File: src/rtl/proc_req_reg.sv
// proc_req_reg: registered processor-request front end for an L1 cache.
// Define PROC_REQ_TIMEOUT_EN to enable the ISSUE watchdog and timeout_err.
module proc_req_reg #(
  parameter int ADDR_WID    = 32,
  parameter int DATA_WID    = 32,
  parameter int TIMEOUT_CYC = 1024
) (
  input  logic                clk,
  input  logic                rst,
  input  logic                cpu_rd,
  input  logic                cpu_wr,
  input  logic [ADDR_WID-1:0] cpu_addr,
  input  logic [DATA_WID-1:0] cpu_wdata,
  output logic                cpu_ack,
  output logic [DATA_WID-1:0] cpu_rdata,
  output logic                cmd_rd,
  output logic                cmd_wr,
  output logic [ADDR_WID-1:0] address,
  output logic [DATA_WID-1:0] wdata,
  input  logic                ctrl_done,
  input  logic [DATA_WID-1:0] ctrl_rdata,
  output logic                busy,
  output logic                timeout_err
);
  localparam logic [1:0] IDLE  = 2'd0;
  localparam logic [1:0] ISSUE = 2'd1;
  localparam logic [1:0] RESP  = 2'd2;
  if (TIMEOUT_CYC < 2) begin : g_chk
    $error("TIMEOUT_CYC must be >= 2");
  end
  logic [1:0] state;
  logic       req;
  logic       expire;
  assign req  = cpu_rd | cpu_wr;
  assign busy = state != IDLE;
`ifdef PROC_REQ_TIMEOUT_EN
  localparam int CW = $clog2(TIMEOUT_CYC);
  logic [CW-1:0] cnt;
  logic          terr;
  assign expire      = cnt == CW'(TIMEOUT_CYC - 1);
  assign timeout_err = terr;
  // cnt counts ISSUE cycles; cleared on request acceptance
  always_ff @(posedge clk or posedge rst)
    if (rst) begin
      cnt  <= '0;
      terr <= 1'b0;
    end else if (state == IDLE && req) begin
      cnt  <= '0;
      terr <= 1'b0;
    end else if (state == ISSUE) begin
      cnt  <= cnt + 1'b1;
      terr <= terr | (expire & ~ctrl_done);
    end
`else
  assign expire      = 1'b0;
  assign timeout_err = 1'b0;
`endif
  always_ff @(posedge clk or posedge rst)
    if (rst) begin
      state     <= IDLE;
      cpu_ack   <= 1'b0;
      cpu_rdata <= '0;
      cmd_rd    <= 1'b0;
      cmd_wr    <= 1'b0;
      address   <= '0;
      wdata     <= '0;
    end else begin
      cpu_ack <= 1'b0;
      case (state)
        IDLE:
          if (req) begin
            state   <= ISSUE;
            cmd_rd  <= cpu_rd;
            cmd_wr  <= cpu_wr & ~cpu_rd;
            address <= cpu_addr;
            wdata   <= cpu_wdata;
          end
        ISSUE:
          if (ctrl_done || expire) begin
            state   <= RESP;
            cmd_rd  <= 1'b0;
            cmd_wr  <= 1'b0;
            cpu_ack <= 1'b1;
            if (cmd_rd) cpu_rdata <= ctrl_done ? ctrl_rdata : '1;
          end
        RESP:
          if (!req) state <= IDLE;
        default: state <= IDLE;
      endcase
    end
endmodule

File: config.mk
export PLATFORM = sky130hd
export DESIGN_NAME = proc_req_reg
export DESIGN_NICKNAME = d
export VERILOG_FILES = /design/src/rtl/proc_req_reg.sv
export SDC_FILE = /design/constraint.sdc
export NUM_CORES = 1
export LEC_CHECK = 0
export ABC_AREA = 1
export CAP_MARGIN = 10
export CORE_ASPECT_RATIO = 0.5
export CORE_MARGIN = 5
export CORE_UTILIZATION = 40
export CTS_CLUSTER_SIZE = 20
export DETAILED_ROUTE_END_ITERATION = 7
export PLACE_DENSITY = 0.78
export SKIP_LAST_GASP = 1
export SLEW_MARGIN = 0
export SYNTH_ARGS = -nofsm -noshare
export SYNTH_HDL_FRONTEND = slang
export SYNTH_SLANG_ARGS = --single-unit
File: constraint.sdc
create_clock -name clk -period 5.2 [get_ports clk]
set_input_delay 1.3 -clock clk [delete_from_list [all_inputs] [get_ports clk]]
set_output_delay 1.3 -clock clk [all_outputs]
set_load 0.01 [all_outputs]
==> impl_metrics.py, run 1 <==
metrics = {
    "final_layout": {
        "post-route-util_pct": 65.7,
        "instances_no_fill": 768,
        "drive_above_1_share_pct": 3.16,
        "num_antenna_cells": 0,
        "area_growth_pct": 59.9,
        "finalInstanceArea_um2": 6210,
        "nNetsFinal": 730,
    },
    "power_and_ir_drop": {
        "peakVddDrop_uv": 297,
        "leakage_nw": 3.08,
        "powerDensity_nw_per_um2": 596,
        "fin_total_pwr_mw": 3.70,
    },
    "place": {
        "io_buffers": 200,
        "dpl.hpwl_um": 8000,
        "dp.cells": 753,
        "gp_congestion": 0.813,
        "pre_cts_ws_ns": 1.84,
        "placed_area_um2": 5930,
    },
    "drt": {
        "dr.pass1.iters": 6,
        "routed.top_layer": "met4",
        "routedWlPerCell_um": 14.3,
        "route.met3.wl_um": 423,
        "wl_met1_um": 4510,
        "route.final.wire_length_um": 11000,
        "ant_nets": 0,
        "vias_per_cell": 4.41,
        "drt_iter0_markers": 217,
        "vias": 3385,
        "drc": 0,
        "dr_wl_met2_um": 5800,
    },
    "timing": {
        "whs_ns": 0.472,
        "fmax_ghz": 0.334,
        "worst_slew_pin_slew_ns": 1.05,
        "hold_viol_final": 0,
        "relSlewSlack_pct": 29.6,
        "clock_skew_ns": 0.00346,
        "setup_viol": 0,
        "period_share_pct": 57.6,
        "setup_tns_ns": 0,
        "min_period_ns": 3.00,
        "rsz0062_at_grt": "no",
        "slew_violations": 0,
        "layout_setup_ws_ns": 2.20,
    },
    "clock_network": {
        "cts_setup_buffers": 0,
        "clock_latency_ns": 0.33,
        "cts_tree": "built",
        "tritoncts.num_buffers": 9,
        "cts-resized-gates": 0,
        "htreeDepth": 3,
        "cts_hold_buf": 0,
        "clock-root-buffer": "clkbuf_16",
        "clkTransAtPathRegs_ns": 0.06,
        "clockBufferDepth": 2,
        "clkSinkCount": 101,
    },
    "die": {
        "die_h_um": 79.7,
        "initial_utilization_pct": 41.1,
        "die_area_um2": 11900,
        "rows": 25,
        "io_pins": 202,
        "core_um2": 9450,
        "chipWidth_um": 149,
    },
    "synth": {
        "synth.top_cells.by_count": "nand2_1, dfrtp_1, buf_2, buf_4, inv_1",
        "ys_top_cells_by_area": "dfrtp_1, nand2_1, buf_4",
        "synthesis.area_um2": 3880,
        "synth_area_leader_cell": "dfrtp_1",
        "synth_seq_cells": 101,
        "post_synth_num_cell_types": 15,
        "ys_warn_count": 0,
        "synth_edf_count": 0,
        "synth_cells": 435,
        "synthFlopType": "dfrtp_1",
        "synth_top_area_share_pct": 65.1,
        "synth_most_common_cell": "nand2_1",
        "synthArstFlopShare_pct": 100,
        "syn_nets": 536,
        "syn_area_per_cell_um2": 8.93,
        "ys_seq_area_share_pct": 65.1,
    },
    "worst_setup_path": {
        "critical_path_required_ns": 5.47,
        "r2r_setup_slack_ns": 3.18,
        "worstPathMaxFanout": 68,
        "crit_path_start_kind": "input pin",
        "cp.arrival_ns": 3.26,
        "worstSetupPathType": "in2reg",
        "cp-end-kind": "register",
    },
    "grt": {
        "antenna_found_initial": 0,
        "overflow": 0,
        "grt_max_degree": 79,
        "grt_pass1_wl_um": 17500,
        "grt_use_total_pct": 18.7,
        "grt_pass1_vias": 3360,
    },
    "job": {
        "max-cap-violations": 0,
    },
    "outcome": {
        "status": "finished clean",
    },
    "min_path": {
        "hold_class": "reg2reg",
    },
}
[layer usage]
| metal | global-route usage (%) | up-vias |
|---|---|---|
| li1 | - | 1688 |
| met1 | 22.0 | 1599 |
| met2 | 34.0 | 80 |
| met3 | 4.03 | 18 |
| met4 | 6.58 | 0 |
| met5 | 0 | - |
[path summary, 6_finish.rpt]
path                               from             to  cells past startpoint
min in group asynchronous           rst  cpu_rdata[23]                      2
max in group asynchronous           rst  cpu_rdata[22]                      3
hold / removal             cpu_rdata[3]   cpu_rdata[3]                      2
setup reg to reg               state[0]      wdata[21]                      5
hold reg to reg            cpu_rdata[3]   cpu_rdata[3]                      2
setup / recovery                 cpu_rd      wdata[21]                      7
[worst max-delay path, cell delays in order]
cell,delay [ns]
clkdlybuf4s50_1,0.47
inv_1,0.05
nand2_1,0.12
nand2_4,0.40
inv_4,0.65
nand2_1,0.14
nand2_1,0.10
[cells in the final DEF (no fill, tap or decap), types with 2 or more instances in the layout]
cell type | Yosys | routed
nand2_1 | 295 | 295
inv_1 | 6 | 5
inv_4 | 1 | 2
clkdlybuf4s50_1 | 0 | 200
clkbuf_1 | 0 | 4
clkbuf_16 | 0 | 9
buf_4 | 8 | 3
dfrtp_1 | 101 | 101
nand3_1 | 4 | 4
nand4_1 | 2 | 2
[flip-flops by register name, summed over array words and instances (netlist names)]
| signal | count |
|---|---|
| cpu_ack | 1 |
| address | 32 |
| cmd_wr | 1 |
| cmd_rd | 1 |
| wdata | 32 |
| cpu_rdata | 32 |
| state | 2 |
[cell type report]
cell class,instances,area (um^2)
fillers,808,3240
flip-flops and latches,101,2530
repair buffers,203,2020
multi-input cells,306,1180
clock buffers,13,240
well taps,135,169
clock inverters,2,35.0
inverters,8,35.0
[cell families after synthesis]
logic type	Yosys count	share of synthesized area [%]
AOI/OAI and AO/OA	1	0.129
DFF	101	65.1
buffers and inverters	28	4.58
and+or+nand+nor	304	30.1
other	1	0.0966
[report_power, final]
part / internal [mW] / switching [mW] / leakage (nW) / total, mW
Combinational: 0.875 / 0.828 / 1.69 / 1.70
Clock: 0.371 / 0.267 / 0.134 / 0.638
Sequential: 1.16 / 0.200 / 1.25 / 1.36
Total: 2.41 / 1.29 / 3.08 / 3.70
Power figures use the tool's default switching activity.
==> run 2, diff against run 1 <==
--- a/config.mk
+++ b/config.mk
@@ -9,10 +9,10 @@
 export CAP_MARGIN = 10
 export CORE_ASPECT_RATIO = 0.5
 export CORE_MARGIN = 5
-export CORE_UTILIZATION = 40
+export CORE_UTILIZATION = 36
 export CTS_CLUSTER_SIZE = 20
 export DETAILED_ROUTE_END_ITERATION = 7
-export PLACE_DENSITY = 0.78
+export PLACE_DENSITY = 0.74
 export SKIP_LAST_GASP = 1
 export SLEW_MARGIN = 0
 export SYNTH_ARGS = -nofsm -noshare
==> constraint.sdc (replaced) <==
create_clock -name clk -period 2.7 [get_ports clk]
set_input_delay 0.675 -clock clk [delete_from_list [all_inputs] [get_ports clk]]
set_output_delay 0.675 -clock clk [all_outputs]
set_load 0.01 [all_outputs]
==> run 2 against run 1 <==
Effect of this change:
- global-route usage decreased by 0.94 points
- wire length increased by 4.4%
- critical path type is now reg2out
- clock power increased by 100%
==> impl_metrics.py, run 2 (synthesis results as in run 1) <==
metrics = {
    "outcome": {
        "status": "finished clean",
    },
    "timing": {
        "setup_viol": 0,
        "fmax_ghz": 0.456,
        "relSlewSlack_pct": 57.9,
        "period_share_pct": 81.3,
        "whs_ns": 0.470,
        "slew_violations": 0,
        "rsz0062_at_grt": "no",
        "setup_tns_ns": 0,
        "worst_slew_pin_slew_ns": 0.631,
        "clock_skew_ns": 0.00496,
        "min_period_ns": 2.19,
        "hold_viol_final": 0,
    },
    "grt": {
        "grt_use_total_pct": 17.7,
        "grt_max_degree": 65,
        "overflow": 0,
        "antenna_found_initial": 0,
        "grt_pass1_wl_um": 18500,
        "grt_pass1_vias": 3484,
    },
    "die": {
        "die_area_um2": 13100,
        "io_pins": 202,
        "initial_utilization_pct": 37.4,
        "die_h_um": 83.4,
        "chipWidth_um": 157,
        "rows": 26,
        "core_um2": 10400,
    },
    "final_layout": {
        "instances_no_fill": 778,
        "num_antenna_cells": 0,
        "area_growth_pct": 62.2,
        "post-route-util_pct": 60.7,
        "mostFrequentLayoutCells": "nand2_1, clkdlybuf4s50_1, dfrtp_1, clkbuf_16",
        "drive_above_1_share_pct": 4.55,
        "final_common_cell": "nand2_1",
        "nNetsFinal": 734,
        "reg_top3": "address (32), cpu_rdata (32), wdata (32)",
    },
    "place": {
        "dp.cells": 762,
        "io_buffers": 200,
        "gp_congestion": 0.768,
        "dpl.hpwl_um": 8460,
    },
    "drt": {
        "routedWlPerCell_um": 14.8,
        "vias": 3403,
        "route.final.wire_length_um": 11500,
        "ant_nets": 0,
        "drt_iter0_markers": 241,
        "vias_per_cell": 4.37,
        "drc": 0,
        "dr.pass1.iters": 4,
    },
    "worst_setup_path": {
        "worstPathMaxFanout": 5,
        "cp-end-kind": "primary output",
        "crit_path_start_kind": "register",
        "critical_path_required_ns": 2.03,
        "cp.arrival_ns": 1.52,
        "rr_worst_depth": 5,
        "worstSetupPathType": "reg2out",
    },
    "power_and_ir_drop": {
        "fin_total_pwr_mw": 7.24,
        "peakVddDrop_uv": 600,
        "powerDensity_nw_per_um2": 1150,
        "leakage_nw": 3.11,
    },
    "clock_network": {
        "cts-resized-gates": 0,
        "tritoncts.num_buffers": 9,
        "cts_hold_buf": 0,
        "clock_latency_ns": 0.34,
        "clock-root-buffer": "clkbuf_16",
        "cts_tree": "built",
        "clockBufferDepth": 2,
        "clkTransAtPathRegs_ns": 0.07,
        "cts_setup_buffers": 0,
        "clkSinkCount": 101,
        "htreeDepth": 3,
    },
    "job": {
        "max-cap-violations": 0,
    },
    "min_path": {
        "hold_class": "reg2reg",
        "whs_path_depth": 2,
    },
}
-- run 2: area by class of cell --
cell class / instances / area, um^2
fillers: 908 / 4080
flip-flops and latches: 101 / 2530
repair buffers: 207 / 2080
multi-input cells: 306 / 1180
clock buffers: 10 / 239
well taps: 140 / 175
clock inverters: 6 / 62.6
inverters: 8 / 36.3
-- run 2: worst max-delay path, stage by stage (launching register included) --
cell and delay [ns]:
dfrtp_1 0.45, nor2_4 0.19, inv_1 0.06, clkdlybuf4s50_1 0.48
-- run 2: path summary, 6_finish.rpt --
check | end | startpoint | slack (ns)
worst max-delay path | busy | state[0] | 0.51
worst min-delay path | cpu_rdata[2] | cpu_rdata[2] | 0.47
worst max register to register | wdata[17] | state[0] | 1.22
worst min register to register | cpu_rdata[2] | cpu_rdata[2] | 0.47
max in group asynchronous | state[1] | rst | 1.33
min in group asynchronous | address[4] | rst | 0.75
-- run 2: power breakdown --
part | switching, mW | total [mW] | internal (mW)
combinational | 1.61 | 3.32 | 1.71
sequential | 0.393 | 2.63 | 2.23
clock | 0.556 | 1.30 | 0.740
total | 2.56 | 7.24 | 4.68
-- run 2: per-stage QoR --
step,worst slack (ns),instance area [um^2]
global route,0.464,6300
finish,0.505,6300
CTS,0.494,6300
floorplan,0.821,3890
global placement,0.555,6000
detailed placement,0.521,6000
-- run 2: per-layer routing --
layer	share of wire, %	routed length [um]	GRT usage [%]
met5	0	0	0
met4	2.0	225	5.35
met1	41	4670	21.0
met2	52	6020	31.4
met3	4.9	560	4.83
